### config.mk
export PLATFORM = sky130hd
export DESIGN_NAME = booth_mult_seq
export DESIGN_NICKNAME = d
export VERILOG_FILES = /design/src/rtl/booth_mult_seq.sv
export SDC_FILE = /design/constraint.sdc
export NUM_CORES = 1
export LEC_CHECK = 0
export ABC_AREA = 0
export BUFFER_PORTS_ARGS = -buffer_cell sky130_fd_sc_hd__buf_2
export CAP_MARGIN = 10
export CORE_MARGIN = 5
export CORE_UTILIZATION = 56
export DETAILED_ROUTE_END_ITERATION = 12
export HOLD_SLACK_MARGIN = 0.08
export PLACE_DENSITY = 0.79
export REMOVE_ABC_BUFFERS = 1
export SLEW_MARGIN = 10
export SYNTH_ARGS = -nofsm -noshare
export SYNTH_HDL_FRONTEND = slang
export SYNTH_SLANG_ARGS = --single-unit
### constraint.sdc
create_clock -name clk -period 6.85 [get_ports clk]
set_input_delay 1.0275 -clock clk [delete_from_list [all_inputs] [get_ports clk]]
set_output_delay 1.0275 -clock clk [all_outputs]
set_load 0.02 [all_outputs]
### src/rtl/booth_mult_seq.sv
// Sequential radix-2 Booth multiplier for signed two's-complement operands.
// One Booth step per clock; an N-bit multiply takes N RUN cycles plus one
// DONE cycle. The product is the low 2N bits of {A,Q} and holds in IDLE.
module booth_mult_seq #(
    parameter int N = 4
) (
    input  logic             clk,
    input  logic             rst,
    input  logic             start,
    input  logic [N-1:0]     multiplicand,
    input  logic [N-1:0]     multiplier,
    output logic             ready,
    output logic             busy,
    output logic             done,
    output logic [2*N-1:0]   product
);

    localparam int CW = $clog2(N + 1);

    typedef enum logic [1:0] {
        IDLE,
        RUN,
        DONE
    } state_t;

    state_t state, state_nxt;

    // Accumulator and multiplicand carry one extra bit so -2^(N-1) never overflows.
    logic [N:0]    acc;
    logic [N:0]    mcand;
    logic [N:0]    sum;
    logic [N-1:0]  q;
    logic          q_m1;
    logic [CW-1:0] cnt;

    // State register with synchronous reset.
    always_ff @(posedge clk) begin
        if (rst) state <= IDLE;
        else     state <= state_nxt;
    end

    // Next-state and status outputs, decoded from the current state.
    always_comb begin
        state_nxt = state;
        ready     = 1'b0;
        busy      = 1'b0;
        done      = 1'b0;
        unique case (state)
            IDLE: begin
                ready = 1'b1;
                if (start) state_nxt = RUN;
            end
            RUN: begin
                busy = 1'b1;
                if (cnt == CW'(1)) state_nxt = DONE;
            end
            DONE: begin
                done      = 1'b1;
                state_nxt = IDLE;
            end
            default: state_nxt = IDLE;
        endcase
    end

    // Booth add/subtract selected by the pair {Q[0], Q_-1}.
    always_comb begin
        unique case ({q[0], q_m1})
            2'b01:   sum = acc + mcand;
            2'b10:   sum = acc - mcand;
            default: sum = acc;
        endcase
    end

    // Operand capture in IDLE, then add/sub followed by arithmetic right shift of {A,Q,Q_-1}.
    always_ff @(posedge clk) begin
        if (rst) begin
            acc   <= '0;
            mcand <= '0;
            q     <= '0;
            q_m1  <= 1'b0;
            cnt   <= '0;
        end else begin
            unique case (state)
                IDLE: begin
                    if (start) begin
                        mcand <= {multiplicand[N-1], multiplicand};
                        q     <= multiplier;
                        acc   <= '0;
                        q_m1  <= 1'b0;
                        cnt   <= CW'(N);
                    end
                end
                RUN: begin
                    acc  <= {sum[N], sum[N:1]};
                    q    <= {sum[0], q[N-1:1]};
                    q_m1 <= q[0];
                    cnt  <= cnt - CW'(1);
                end
                default: ;
            endcase
        end
    end

    assign product = {acc[N-1:0], q};

endmodule

==> flow_summary.ini, run 1 <==
[timing]
hold_viol_final = 0
worst_pin_slew_ns = 0.825
finalSetupTns_ns = 0
min_period_ns = 2.60
fin_hold_ws_ns = 0.481
finalMaxSlewViolations = 0
grt_setup_unrepaired = false
skew_ns = 0.00412
fin_crit_sh_pct = 38.0
max_freq_ghz = 0.384
setup-violations-final = 0
maxSlewHeadroom_pct = 44.8

[synth]
yosysSeqAreaShare_pct = 35.3
synth_cell_type_count = 31
syn_avg_cell_area_um2 = 7.84
syn_inst = 130
synth_area_leaders = dfxtp_1 35%, ha_1 9.8%, nand2_1 8.1%
netlist_area_um2 = 1020
synth.top_cell.area_share_pct = 35.3
yosys_warnings = 0
ys_seq_elements = 18
yosys.area.top_type = dfxtp_1

[min_path]
hp-class = flop to flop

[drt]
ant_nets = 0
vias = 941
wl_um = 2210
top_layer = met4
wl_met1_um = 1000
first_pass_iters = 4
drt_iter0_drc = 14
route.detailed.drc = 0
wl_per_cell_um = 12.8
dr_wl_met2_um = 1080
vias_per_cell = 5.44
wl_met3_um = 103

[worst_setup_path]
path_cells = nand2b_1 > inv_2 > buf_2
critPathKind = flop to primary output
slowest_delay_ns = 0.46
end_kind = primary output
critPathLaunchType = flop
required_ns = 5.82
cp_top_family = simple AND/OR/NAND/NOR gates
path_buf_inv = 2
cp_max_fo = 12
critPathSlowestCell = nand2b_1
arrival_ns = 1.57

[clocking]
clock-sinks = 18
htreeDepth = 1
clkLatencyLatePin_ns = 0.29
cts_resized = 0
numCtsBuffers = 3
post_cts_buffers = 0
ctsLongestPathBuffers = 2
clkTransAtPathRegs_ns = 0.10
cts_tree = done
hold_buffers = 0
root_buffer = clkbuf_4

[global_routing]
overflow = 0
first_global_vias = 864
grtUsageTotal_pct = 18.3
grt_pass1_wl_um = 3730
antenna_found_initial = 0
grt_max_degree = 19

[placed_design]
globalplace.congestion = 0.798
dpl.hpwl_um = 1670
post_dp_cell_area_um2 = 1130
port_buffers = 21

[power_and_ir_drop]
vdd_ir_drop_max_mv = 0.136
finalPower_mw = 0.254
leakage_nw = 0.498
power_density_nw_per_um2 = 219

[die]
core_area_um2 = 1730
rows = 15
initial_core_util_pct = 59.1
fp.dieW_um = 52.7
die_h_um = 52.7
io_pins = 22
dieArea_um2 = 2770

[final_layout]
diodes = 0
multi_input_area_um2 = 603
seq_area_um2 = 360
layout.nets = 170
layout_commonest_cell = nand2_1
fill_cells = 165
area_growth_pct = 13.4
finish.utilization_pct = 67.0
layout_common_cells = 22 x nand2_1, 21 x buf_2, 18 x nor2_1, 18 x dfxtp_1, 10 x a21oi_1
postLayoutCellArea_um2 = 1160
drive_gt1_share_pct = 19.6

[flow_run]
cap_violations = 0

[outcome]
status = complete, no violations
synth_stat cells (all sizes together):
cell type,instances
nand2,22
dfxtp,18
nor2,18
a21oi,10
inv,9
ha,8
a311oi,6
nand2b,5
clkbuf,4
o21ai,4
nor3,3
xnor2,3
a22oi,2
and2,2
buf,2
nand3,2
nor2b,2
a211oi,1
a31oi,1
fa,1
mux2,1
o21a,1
o311ai,1
or2,1
or4,1
or4b,1
xor2,1
per-stage QoR:
stage / cells / worst slack (ns)
finish: 173 / 4.25
floorplan: 124 / 4.34
CTS: 173 / 4.27
global placement: 170 / 4.45
global route: 173 / 4.16
detailed placement: 170 / 4.35
path summary, 6_finish.rpt:
check	depth (start not counted)	slack, ns	startpoint	endpoint
max	3	4.25	state[1]	busy
min	2	0.48	q_m1	q_m1
max reg2reg	9	4.34	mcand[0]	acc[3]
min reg2reg	2	0.48	q_m1	q_m1
registers in the layout, summed over array words and instances, names as in the netlist:
register  count
cnt           3
q_m1          1
state         2
acc           4
q             4
mcand         4
worst min-delay path, stage by stage, from the launching register on:
cell and delay [ns]:
dfxtp_1 0.32, nand3_1 0.06, a21oi_1 0.06
routing by layer:
metal	track usage (%)	vias to the layer above
met4	7.66	0
li1	-	477
met2	30.6	21
met1	22.3	439
met3	4.27	4
met5	0	-
where the power goes:
part           switching, mW  internal, mW  total [mW]  leakage [nW]
Clock                 0.0309        0.0204      0.0513        0.0138
Combinational         0.0474        0.0345      0.0819         0.336
Sequential           0.00752         0.113       0.120         0.148
cell families after synthesis:
family                     count (synthesis)  synth area share (%)
AOI/OAI and AO/OA                         26                  17.1
xor gates and xnor gates                   4                  3.44
adders and majority gates                  9                  11.8
buffers and inverters                     15                  5.52
DFF                                       18                  35.3
muxes                                      1                  1.10
and+or+nand+nor                           57                  25.8
layout make-up:
type / count / area share, %
Sequential cell: 18 / 31.2
Tap cell: 25 / 2.71
Clock buffer: 3 / 1.95
Multi-Input combinational cell: 97 / 52.2
Timing Repair Buffer: 21 / 9.09
Inverter: 9 / 2.92
No activity file was read; power rests on OpenSTA's default activity.
==> inputs of run 2 (changes only) <==
- CORE_UTILIZATION: 56 -> 52
- PLACE_DENSITY: 0.79 -> 0.74
- clock period: 6.85 -> 2.5 ns (I/O delays scaled with it)
==> run 2 against run 1 <==
Effect of this change: die area grew 6.2%; wire length shrank 1.4%; via count shrank 1.2%; clock skew is essentially flat; clock power grew to 2.8 times the previous value; total power grew to 2.8 times the previous value; register-to-register slack lost 4.3 ns; combinational power grew to 2.9 times the previous value; first-iteration DRC count shrank 50%; sequential power grew to 2.8 times the previous value; design area grew 2.8%.
==> flow_summary.ini, run 2 (synthesized netlist as in run 1, its figures left out) <==
[outcome]
status = complete, no violations

[worst_setup_path]
rrSetupSlack_ns = 0.08
critPathSlowestCell = fa_1
arrival_ns = 2.66
slowest_delay_ns = 0.45
r2r_end = acc[3]
path_cells = inv_1 > ha_1 > mux2_2 > fa_1 > nand2b_1 > a21oi_2 > xnor2_1 > or4_1 > a21oi_1
cp_max_fo = 2
critPathLaunchType = flop
critPathKind = flop to flop
required_ns = 2.73
r2r_start = mcand[0]
ff2ff_path_depth = 9
end_kind = flop

[clocking]
post_cts_buffers = 0
numCtsBuffers = 3
htreeDepth = 1
clkTransAtPathRegs_ns = 0.10
root_buffer = clkbuf_4
ctsLongestPathBuffers = 2
cts_tree = done
clkLatencyLatePin_ns = 0.29
clock-sinks = 18

[final_layout]
postLayoutCellArea_um2 = 1190
top_regs = acc (4), mcand (4), q (4)
diodes = 0
layout_commonest_cell = nand2_1
multi_input_area_um2 = 607
instances_no_fill = 178
layout_common_cells = 22 x nand2_1, 21 x buf_2, 18 x nor2_1
fill_cells = 186
area_growth_pct = 16.6
drive_gt1_share_pct = 23.8
layout.nets = 173
seq_area_um2 = 364

[drt]
wl_um = 2180
first_pass_iters = 4
wl_per_cell_um = 12.2
drt_iter0_drc = 7
vias_per_cell = 5.22
route.detailed.drc = 0
vias = 930
ant_nets = 0

[min_path]
min_to = mcand[1]
hp-class = primary input to flop
min-delay-start = multiplicand[1]
hold_depth = 3

[die]
initial_core_util_pct = 53.1
io_pins = 22
die_h_um = 54.3
core_area_um2 = 1920
fp.dieW_um = 54.3
dieArea_um2 = 2950
rows = 16

[timing]
fin_crit_sh_pct = 97.0
max_freq_ghz = 0.412
finalMaxSlewViolations = 0
skew_ns = 0.00411
hold_viol_final = 0
grt_setup_unrepaired = false
setup-violations-final = 0
finalSetupTns_ns = 0
maxSlewHeadroom_pct = 65.9
worst_pin_slew_ns = 0.512
min_period_ns = 2.42

[global_routing]
grt_max_degree = 19
grt_pass1_wl_um = 3650
grtUsageTotal_pct = 17.0
antenna_found_initial = 0
overflow = 0
first_global_vias = 881

[placed_design]
globalplace.congestion = 0.857
place_inst = 175
dpl.hpwl_um = 1640
port_buffers = 21
post_dp_cell_area_um2 = 1160

[power_and_ir_drop]
vdd_ir_drop_max_mv = 0.417
power_density_nw_per_um2 = 597
leakage_nw = 0.514

[flow_run]
cap_violations = 0
-- run 2: changes by cell type in the layout (fill, tap and decap cells not counted), sizes merged --
cell	previous run	this run
buf	21	24
-- run 2: stage by stage --
stage	total power, mW	worst slack (ns)	utilization, %	hold slack [ns]
after floorplan	0.499	-0.00764	-	0.434
after global placement	0.559	0.126	60.3	0.454
after detailed placement	0.566	0.0739	60.3	0.470
after CTS	0.707	0.0540	61.5	0.311
after global routing	0.751	0.00374	61.8	0.325
final	0.709	0.0752	61.8	0.304
-- run 2: report_power, final --
group	internal [mW]	switching, mW	total, mW	leakage (nW)
registers	0.310	0.0197	0.330	0.149
logic	0.102	0.134	0.236	0.352
clock network	0.0561	0.0873	0.143	0.0138
-- run 2: area by class of cell --
class	instances	area share [%]
clock buffer	3	1.89
inverter	9	2.84
tap	27	2.84
timing repair buffer	24	10.7
sequential	18	30.6
multi-input combinational	97	51.1
-- run 2: repair_timing --
item	in CTS	in global routing
setup endpoints to repair	0	2
hold buffers	0	0
resized for setup	0	4
-- run 2: layer usage --
layer / wire length [µm] / part of all wire [%] / vias to the layer above / GRT usage, %
met2: 1020 / 47 / 18 / 27.3
li1: - / - / 481 / -
met5: 0 / 0 / - / 0
met4: 47 / 2.2 / 0 / 8.71
met1: 1030 / 47 / 425 / 22.1
met3: 78 / 3.6 / 6 / 2.45
-- run 2: critical path: cells and delay by family (launching register included) --
family / cells / cell delay [ns]
compound gates: 2 / 0.30
fa+ha+maj: 2 / 0.72
simple gates: 2 / 0.58
buf+inv: 1 / 0.04
xor+xnor: 1 / 0.10
mux: 1 / 0.28
flops: 1 / 0.34
-- run 2: worst max path at each step --
| stage | startpoint | end | slack [ns] | cells after the start |
|---|---|---|---|---|
| 6_report | mcand[0] | acc[3] | 0.08 | 9 |
| 5_1_grt | mcand[1] | acc[3] | 0.004 | 9 |
| 4_1_cts | mcand[1] | acc[3] | 0.05 | 9 |
| 3_5_place_dp | mcand[1] | acc[2] | 0.07 | 10 |
| 3_3_place_gp | q[0] | acc[3] | 0.13 | 8 |
| 2_1_floorplan | q[0] | acc[2] | -0.008 | 9 |
